`src/rtl/core_pkg.sv`:
```
// Shared core/instruction-memory types and sizes.
// Used by the loader, the core and the memory wrappers.
package core_pkg;
  localparam int IMEM_ADDR_WIDTH = 7;
  localparam int INSTR_WIDTH     = 32;

  typedef enum logic [2:0] {
    IDLE,
    HDR0,
    HDR1,
    DATA,
    WRITE,
    DONE
  } loader_state_t;
endpackage

```
`src/rtl/word_assembler.sv`:
```
// Packs four bytes LSB-first into a 32-bit word; word_full strobes on the 4th byte.
// Zero latency: word already includes the byte presented with byte_en; no backpressure.
module word_assembler (
  input  logic        clk,
  input  logic        reset,
  input  logic        clear,
  input  logic        byte_en,
  input  logic [7:0]  byte_in,
  output logic [31:0] word,
  output logic        word_full
);
  logic [1:0]  byte_cnt;
  logic [31:0] word_buf;

  always_ff @(posedge clk) begin
    if (reset || clear) begin
      byte_cnt <= 2'd0;
      word_buf <= 32'd0;
    end else if (byte_en) begin
      word_buf[{byte_cnt, 3'b000} +: 8] <= byte_in;
      byte_cnt <= byte_cnt + 2'd1;
    end
  end

  // Merge the in-flight byte so the caller can capture the whole word on word_full.
  always_comb begin
    word = word_buf;
    if (byte_en) word[{byte_cnt, 3'b000} +: 8] = byte_in;
  end

  assign word_full = byte_en && (byte_cnt == 2'd3);
endmodule

```
`src/rtl/imem_loader.sv`:
```
// Boot loader: byte stream (count header + LE words) into instruction memory, core held in reset.
// mem_wren one cycle after the 4th byte of each word; in_valid low stalls indefinitely.
module imem_loader
  import core_pkg::*;
#(
  parameter int ADDR_WIDTH = IMEM_ADDR_WIDTH,
  parameter int DATA_WIDTH = INSTR_WIDTH
) (
  input  logic                  clk,
  input  logic                  reset,
  input  logic                  start,
  input  logic                  in_valid,
  input  logic [7:0]            in_data,
  output logic                  in_ready,
  output logic [ADDR_WIDTH-1:0] mem_addr,
  output logic [DATA_WIDTH-1:0] mem_data,
  output logic                  mem_wren,
  output logic                  core_reset,
  output logic                  busy,
  output logic                  done,
  output logic                  overflow,
  output logic [15:0]           words_loaded
);
  localparam logic [16:0] DEPTH = 17'(1 << ADDR_WIDTH);

  loader_state_t state, next_state;
  logic [7:0]    n_lo;
  logic [15:0]   n_words;
  logic [15:0]   n_full;
  logic [15:0]   words_inc;
  logic          hs;
  logic          load_start;
  logic [31:0]   asm_word;
  logic          word_full;

  assign hs         = in_valid && in_ready;
  assign load_start = start && (state == IDLE || state == DONE);
  assign n_full     = {in_data, n_lo};
  assign words_inc  = words_loaded + 16'd1;

  word_assembler u_asm (
    .clk       (clk),
    .reset     (reset),
    .clear     (load_start),
    .byte_en   (hs && state == DATA),
    .byte_in   (in_data),
    .word      (asm_word),
    .word_full (word_full)
  );

  always_ff @(posedge clk) begin
    if (reset) state <= IDLE;
    else       state <= next_state;
  end

  always_comb begin
    next_state = state;
    case (state)
      IDLE:    if (start) next_state = HDR0;
      HDR0:    if (hs) next_state = HDR1;
      HDR1:    if (hs) next_state = (n_full == 16'd0) ? DONE : DATA;
      DATA:    if (word_full) next_state = WRITE;
      WRITE:   next_state = (words_inc == n_words) ? DONE : DATA;
      DONE:    if (start) next_state = HDR0;
      default: next_state = IDLE;
    endcase
  end

  assign in_ready   = (state == HDR0) || (state == HDR1) || (state == DATA);
  assign busy       = in_ready || (state == WRITE);
  assign done       = (state == DONE);
  assign core_reset = reset || (state != DONE);

  // Write port is registered at the last byte so addr/data stay put between words.
  always_ff @(posedge clk) begin
    if (reset) begin
      n_lo         <= 8'd0;
      n_words      <= 16'd0;
      words_loaded <= 16'd0;
      overflow     <= 1'b0;
      mem_addr     <= '0;
      mem_data     <= '0;
      mem_wren     <= 1'b0;
    end else begin
      mem_wren <= 1'b0;
      if (load_start) begin
        words_loaded <= 16'd0;
        overflow     <= 1'b0;
      end
      if (state == HDR0 && hs) n_lo <= in_data;
      if (state == HDR1 && hs) begin
        n_words <= n_full;
        if ({1'b0, n_full} > DEPTH) overflow <= 1'b1;
      end
      if (word_full) begin
        mem_data <= DATA_WIDTH'(asm_word);
        mem_addr <= words_loaded[ADDR_WIDTH-1:0];
        mem_wren <= ({1'b0, words_loaded} < DEPTH);
      end
      if (state == WRITE) words_loaded <= words_inc;
    end
  end
endmodule

```
`config.mk`:
```
export PLATFORM = sky130hd
export DESIGN_NAME = imem_loader
export DESIGN_NICKNAME = d
export VERILOG_FILES = /design/src/rtl/core_pkg.sv /design/src/rtl/word_assembler.sv /design/src/rtl/imem_loader.sv
export SDC_FILE = /design/constraint.sdc
export NUM_CORES = 1
export LEC_CHECK = 0
export CELL_PAD_IN_SITES_DETAIL_PLACEMENT = 0
export CELL_PAD_IN_SITES_GLOBAL_PLACEMENT = 2
export CORE_MARGIN = 3
export CORE_UTILIZATION = 34
export CTS_BUF_LIST = sky130_fd_sc_hd__clkbuf_16
export DETAILED_ROUTE_END_ITERATION = 10
export GPL_TIMING_DRIVEN = 0
export PLACE_DENSITY_LB_ADDON = 0.08
export SYNTH_ARGS = -nofsm -noshare
export SYNTH_HDL_FRONTEND = slang
export SYNTH_HIERARCHICAL = 1
export SYNTH_SLANG_ARGS = --single-unit
```
`constraint.sdc`:
```
create_clock -name clk -period 2.92 [get_ports clk]
set_input_delay 0.438 -clock clk [delete_from_list [all_inputs] [get_ports clk]]
set_output_delay 0.438 -clock clk [all_outputs]
set_load 0.01 [all_outputs]
```
# Yosys cells after proc, flatten, opt, wreduce, memory -nomap -nowiden
# Cells that the tools add are included.
[totals] register_bits=118 in_bits=12 out_inout_bits=61 word_cells=62
[classes] n_addsub=3 magnitude_cmp=2 eq_ne=12 n_shift=2 n_mux=14 bitwise_logic=1 reduce_logical=18
[op_table] cell="$bwmux 32" count=1
[op_table] cell="$mux 16" count=2
[op_table] cell="$mux 32" count=1
[op_table] cell="$shift 8x7->32 const A" count=1
[op_table] cell="$shiftx 8x7->32" count=1
[op_table] cell="$mux 3" count=6
[op_table] cell="$add 16x1->16 const B" count=1
[op_table] cell="$eq 16x16->1" count=1
[op_table] cell="$gt 16x8->1 const B" count=1
[op_table] cell="$logic_not 16->1" count=1
[op_table] cell="$lt 16x8->1 const B" count=1
[op_table] cell="$pmux 3 s5" count=1
[op_table] cell="$neg 5->7" count=1
[op_table] cell="$eq 3x2->1 const B" count=2
[op_table] cell="$eq 3x3->1 const B" count=2
[op_table] cell="$logic_and 1x1->1" count=6
[op_table] cell="$logic_or 1x1->1" count=6
[op_table] cell="$ne 2x1->1 const B" count=2
[op_table] cell="$ne 2x2->1 const B" count=2
[op_table] cell="$reduce_and 4->1" count=1
[op_table] cell="$reduce_or 2->1" count=2
[op_table] cell="$eq 3x1->1 const B" count=1
[op_table] cell="$logic_not 3->1" count=1
[op_table] cell="$mux 1" count=3
[op_table] cell="other kinds (5)" count=5

# Logic depth before layout (Yosys ltp)
[logic_depth] depth_word=8 depth_mapped=12 mapped_depth_nobuf=10

# By module
# The synthesis kept the hierarchy.
[by_module_without_submodules] module="imem_loader" instances=1 cells_per_inst=456 area_per_inst_um2=3916.3 seq_area_each_um2=1681.6
[by_module_without_submodules] module="word_assembler" instances=1 cells_per_inst=170 area_per_inst_um2=1654.1 seq_area_each_um2=680.7

# Least setup slack after synthesis
# Ideal clock, no wire load.
[synth_timing] kind="register to register" from="register state[1]" to="register mem_addr[0]" setup_ps=128 arrival_time_ps=2472 required_time_ps=2792 slack_ps=320 path_stages_with_launch=11 path_buffers=5 period_less_slack_ps=2600 path_cell_list="dfxtp_1 clkbuf_1 and3_1 buf_2 nand2_2 inv_1 clkbuf_1 buf_2 buf_1 mux2i_1 nor2_1"
[synth_via] elab_chain_len=6 word_cells_on_any_way=8 classes_between="3 x eq/ne; 5 x reduce/logical"
[synth_rtl] item="start: declaration" line_no="imem_loader.sv:26" rtl="loader_state_t state, next_state;"
[synth_rtl] item="start signal: assignment" line_no="imem_loader.sv:53" rtl="else state <= next_state;"
[synth_rtl] item="$eq 3x1->1 or $eq 3x2->1 (tied branches)" line_no="imem_loader.sv:69" rtl="assign in_ready = (state == HDR0) || (state == HDR1) || (state == DATA);"
[synth_rtl] item="$logic_or 1x1->1 (2 in a row)" line_no="imem_loader.sv:69"
[synth_rtl] item="$logic_and 1x1->1" line_no="imem_loader.sv:36" rtl="assign hs = in_valid && in_ready;"
[synth_rtl] item="$logic_and 1x1->1 *" line_no="imem_loader.sv:45" rtl=".byte_en (hs && state == DATA),"
[synth_rtl] item="$logic_and 1x1->1 *" line_no="word_assembler.sv:31" rtl="assign word_full = byte_en && (byte_cnt == 2'd3);"
[synth_rtl] item="named net word_full" line_no="imem_loader.sv:34" rtl="logic word_full;"
[synth_rtl] item="end signal: assignment" line_no="imem_loader.sv:97" rtl="mem_addr <= words_loaded[ADDR_WIDTH-1:0];"
[synth_rtl] item="end: declaration" line_no="imem_loader.sv:15" rtl="output logic [ADDR_WIDTH-1:0] mem_addr,"
# The timed path passes the listed nets; every way through them passes the cells marked *.
# A chain may end at the register's enable or synchronous reset.

# Final worst setup path
[layout_timing] from="input in_valid" to="register state[2]"
[layout_via] elab_chain_len=5 word_cells_on_any_way=7 classes_between="3 x eq/ne; 4 x reduce/logical"
[layout_rtl] item="start: declaration" line_no="imem_loader.sv:12" rtl="input logic in_valid,"
[layout_rtl] item="$logic_and 1x1->1" line_no="imem_loader.sv:36"
[layout_rtl] item="$logic_and 1x1->1" line_no="imem_loader.sv:45"
[layout_rtl] item="$logic_and 1x1->1" line_no="word_assembler.sv:31"
[layout_rtl] item="named net word_full" line_no="imem_loader.sv:34"
[layout_rtl] item="$ne 2x1->1 (no source line)"
[layout_rtl] item="$reduce_and 4->1 (no source line)"
# The timed path passes the listed nets, and every way through them passes these cells.

==> metrics.txt <==
# TYPE chip_impl_metric gauge
chip_impl_metric{name="worst_ep_required_time",unit="ns"} 3.22
chip_impl_metric{name="clkTransAtPathRegs",unit="ns"} 0.05
chip_impl_metric{name="detailroute.via_count",unit=""} 4616
chip_impl_metric{name="nNetsFinal",unit=""} 735
chip_impl_metric{name="timing.final.hold_violations",unit=""} 0
chip_impl_info{name="cp-start-kind",value="primary input"} 1
chip_impl_metric{name="post-route-drc-count",unit=""} 0
chip_impl_metric{name="report.final.slew_viol_count",unit=""} 0
chip_impl_metric{name="syn_nets",unit=""} 644
chip_impl_metric{name="insertion_delay",unit="ns"} 0.41
chip_impl_metric{name="die-height",unit="µm"} 134
chip_impl_metric{name="ctsHoldBuffers",unit=""} 0
chip_impl_metric{name="cap_violations",unit=""} 0
chip_impl_metric{name="worst_clock_skew",unit="ns"} 0.00622
chip_impl_info{name="grt-busiest-layer",value="met2"} 1
chip_impl_metric{name="period_share",unit=""} 0.934
chip_impl_metric{name="tns",unit="ns"} 0
chip_impl_info{name="cp-startpoint",value="in_valid"} 1
chip_impl_metric{name="number_of_synthesized_register_bits",unit=""} 118
chip_impl_metric{name="grt_pass1_vias",unit=""} 4565
chip_impl_metric{name="cts-buffers-inserted",unit=""} 17
chip_impl_metric{name="timing.critical_path.fanout_max",unit=""} 10
chip_impl_info{name="post_synth_top_flop",value="dfxtp_1"} 1
chip_impl_metric{name="post-route-min-period",unit="ns"} 2.73
chip_impl_metric{name="grt_max_degree",unit=""} 17
chip_impl_metric{name="timing_worst_slew_pin_value",unit="ns"} 0.804
chip_impl_metric{name="boundaryPins",unit=""} 73
chip_impl_info{name="cts.root.buffer_cell",value="clkbuf_16"} 1
chip_impl_metric{name="total_leakage_power",unit="nW"} 2.69
chip_impl_metric{name="drt-initial-drc-count",unit=""} 178
chip_impl_metric{name="grt_overflow",unit=""} 0
chip_impl_metric{name="grtUsageMet2",unit=""} 0.303
chip_impl_metric{name="num_antenna_cells",unit=""} 0
chip_impl_metric{name="asyncSetResetFlopFracSynth",unit=""} 0
chip_impl_info{name="worstSetupPathType",value="primary input to register"} 1
chip_impl_metric{name="netlist_instances",unit=""} 626
chip_impl_metric{name="power-per-cell-area",unit="mW/mm²"} 539
chip_impl_metric{name="setup_viol",unit=""} 0
chip_impl_metric{name="dp_slack",unit="ns"} -1.10
chip_impl_metric{name="antenna_violations_before_repair",unit=""} 0
chip_impl_info{name="worst_hold_startpoint",value="u_asm/word_buf[5]$_SDFF_PP0_"} 1
chip_impl_metric{name="setup_slack",unit="ns"} 0.192
chip_impl_metric{name="floorplan.die.width",unit="µm"} 134
chip_impl_metric{name="route.detailed.vias_per_inst",unit=""} 4.88
chip_impl_metric{name="htree_num_levels",unit=""} 4
chip_impl_metric{name="grt_util_met3",unit=""} 0.0409
chip_impl_metric{name="first_pass_grt_wire_length",unit="µm"} 24900
chip_impl_metric{name="vdd.ir_drop.worst",unit="V"} 0.000474
chip_impl_metric{name="synth.distinct_cells",unit=""} 64
chip_impl_metric{name="layout.cells.non_filler",unit=""} 946
chip_impl_metric{name="drt_pre_antenna_iters",unit=""} 4
chip_impl_metric{name="groute.usage.overall",unit=""} 0.177
chip_impl_metric{name="layout-area-overhead-vs-synth",unit="%"} 28.3
chip_impl_metric{name="ant_nets",unit=""} 0
chip_impl_metric{name="synth_area_per_cell",unit="µm²"} 8.90
chip_impl_info{name="end_kind",value="register"} 1
chip_impl_info{name="rsz0062_at_grt",value="no"} 1
chip_impl_metric{name="place.detailed.hpwl",unit="µm"} 11100
chip_impl_metric{name="timing.max_slew.rel_slack",unit=""} 0.463
chip_impl_info{name="worstReg2RegStart",value="words_loaded[0]$_SDFFE_PP0P_"} 1
chip_impl_metric{name="placementRows",unit=""} 46
chip_impl_metric{name="cts.path.max_buffers",unit=""} 2
chip_impl_metric{name="mappedNetlistArea",unit="mm²"} 0.00557
chip_impl_metric{name="floorplan.die_area",unit="mm²"} 0.0180
chip_impl_metric{name="numPortBuffers",unit=""} 72
chip_impl_metric{name="fp.coreArea",unit="mm²"} 0.0159
chip_impl_info{name="worst_hold_class",value="register to register"} 1
chip_impl_metric{name="avgRoutedWirePerCell",unit="µm"} 16.4
chip_impl_metric{name="synth.yosys.seq_area_share",unit=""} 0.424
chip_impl_info{name="run_status",value="completed"} 1
chip_impl_metric{name="use_met1",unit=""} 0.220
chip_impl_metric{name="layout-drive-gt1-share",unit=""} 0.104
chip_impl_info{name="cts_tree",value="built"} 1
chip_impl_metric{name="final_routed_wirelength",unit="µm"} 15500
chip_impl_metric{name="place_congestion",unit=""} 0.831
chip_impl_metric{name="initial_core_util",unit=""} 0.349
chip_impl_metric{name="synth_warn",unit=""} 6
chip_impl_metric{name="overall_power_of_the_completed_layout",unit="mW"} 3.85
chip_impl_metric{name="synth_enable_flop_cells",unit=""} 0
chip_impl_metric{name="timing.fmax",unit="MHz"} 367
chip_impl_metric{name="clkSinkCount",unit=""} 118
chip_impl_metric{name="crit_arrival",unit="ns"} 3.03
chip_impl_metric{name="placed_cells",unit=""} 914
chip_impl_metric{name="final.hold.worst_slack",unit="ns"} 0.459
==> sequential cells by signal (all words and copies together), names as in the netlist <==
signal / count
overflow: 1
n_words: 16
mem_addr: 7
words_loaded: 16
u_asm/byte_cnt: 2
u_asm/word_buf: 32
mem_wren: 1
state: 3
mem_data: 32
n_lo: 8
==> layout by cell type, fill, tap and decap left out, types with 9 or more instances in the layout <==
cell,instances
a21oi_1,39
nor2_1,82
clkbuf_16,17
xnor2_1,15
nor4_1,10
nor2b_1,18
and3_1,25
nand2_1,64
clkbuf_1,21
mux2i_1,51
o21ai_0,15
a22o_1,13
inv_1,13
nor3_1,9
dfxtp_1,118
clkdlybuf4s50_1,72
==> worst max-delay path, cell delays in order <==
cell             delay (ns)
clkdlybuf4s50_1        0.47
nor2b_1                0.18
and3_1                 0.28
buf_2                  0.22
nand2_2                0.20
clkinvlp_4             0.23
mux2i_1                0.18
mux2i_1                0.10
o22a_1                 0.23
a32oi_1                0.23
nor2_1                 0.06
a41o_1                 0.19
==> path summary, 6_finish.rpt <==
kind         cells after the start  slack, ns                           end
min reg2reg                      2       0.46  u_asm/word_buf[5]$_SDFF_PP0_
max                             12       0.19         state[2]$_SDFFE_PP0P_
max reg2reg                      6       0.25         state[1]$_SDFFE_PP0P_
min                              2       0.46  u_asm/word_buf[5]$_SDFF_PP0_
==> per-layer routing <==
metal	wire, µm	up-vias
met5	0	-
met4	205	0
met3	510	16
met2	7630	79
met1	7130	2160
li1	-	2361
==> per-stage QoR <==
stage	util	cell area, µm²
6_report	0.448	7150
5_1_grt	0.448	7150
4_1_cts	0.447	7130
3_5_place_dp	0.412	6560
3_3_place_gp	0.412	6560
2_1_floorplan	-	5570
==> synth_stat cells (all sizes together), types with 2 or more instances <==
library cell / n / area share
nor4b: 2 / 0.0058
ha: 6 / 0.013
inv: 13 / 0.0088
nand3b: 3 / 0.0040
a31oi: 3 / 0.0034
nor3b: 2 / 0.0036
nand2: 65 / 0.044
nor4: 12 / 0.016
nand4: 7 / 0.0090
a32oi: 8 / 0.013
or4: 2 / 0.0027
buf: 20 / 0.029
dfxtp: 118 / 0.42
and3: 25 / 0.028
nor2b: 20 / 0.025
or2: 3 / 0.0034
nor3: 10 / 0.0099
nor2: 82 / 0.055
a21oi: 39 / 0.035
a311oi: 3 / 0.0047
and2b: 8 / 0.011
clkbuf: 25 / 0.019
xnor2: 15 / 0.024
nand3: 8 / 0.0094
mux2i: 51 / 0.092
a22o: 23 / 0.041
xor2: 8 / 0.013
nand2b: 3 / 0.0034
o21ai: 15 / 0.013
a41oi: 2 / 0.0031
and2: 9 / 0.010
==> repair_timing <==
action | 4_1_cts | 5_1_grt
setup endpoints to repair | 42 | 22
gates resized for setup | 5 | 5
setup buffers | 0 | 2
==> cells by family after synthesis <==
kind of cell / after synthesis / synth area share
adder cells (fa/ha/maj): 6 / 0.0135
AO/OA/AOI/OAI: 101 / 0.126
flip-flops: 118 / 0.424
AND/OR/NAND/NOR: 268 / 0.252
buffers and inverters: 59 / 0.0568
multiplexers: 51 / 0.0916
XOR/XNOR: 23 / 0.0362
==> final cells by class <==
cell class / count / area, µm²
clock inverters: 15 / 139
clock buffers: 17 / 425
plain buffers: 43 / 264
fillers: 1576 / 8800
inverters: 14 / 56.3
flip-flops and latches: 118 / 2360
repair buffers: 74 / 736
multi-input cells: 449 / 2890
well taps: 216 / 270
==> report_power, final <==
part | internal [mW] | leakage [nW] | switching (mW) | total (mW)
logic | 0.0768 | 1.46 | 0.140 | 0.216
clock network | 1.24 | 0.273 | 0.758 | 2.00
registers | 1.62 | 0.951 | 0.0141 | 1.64
Power figures use the tool's default switching activity.
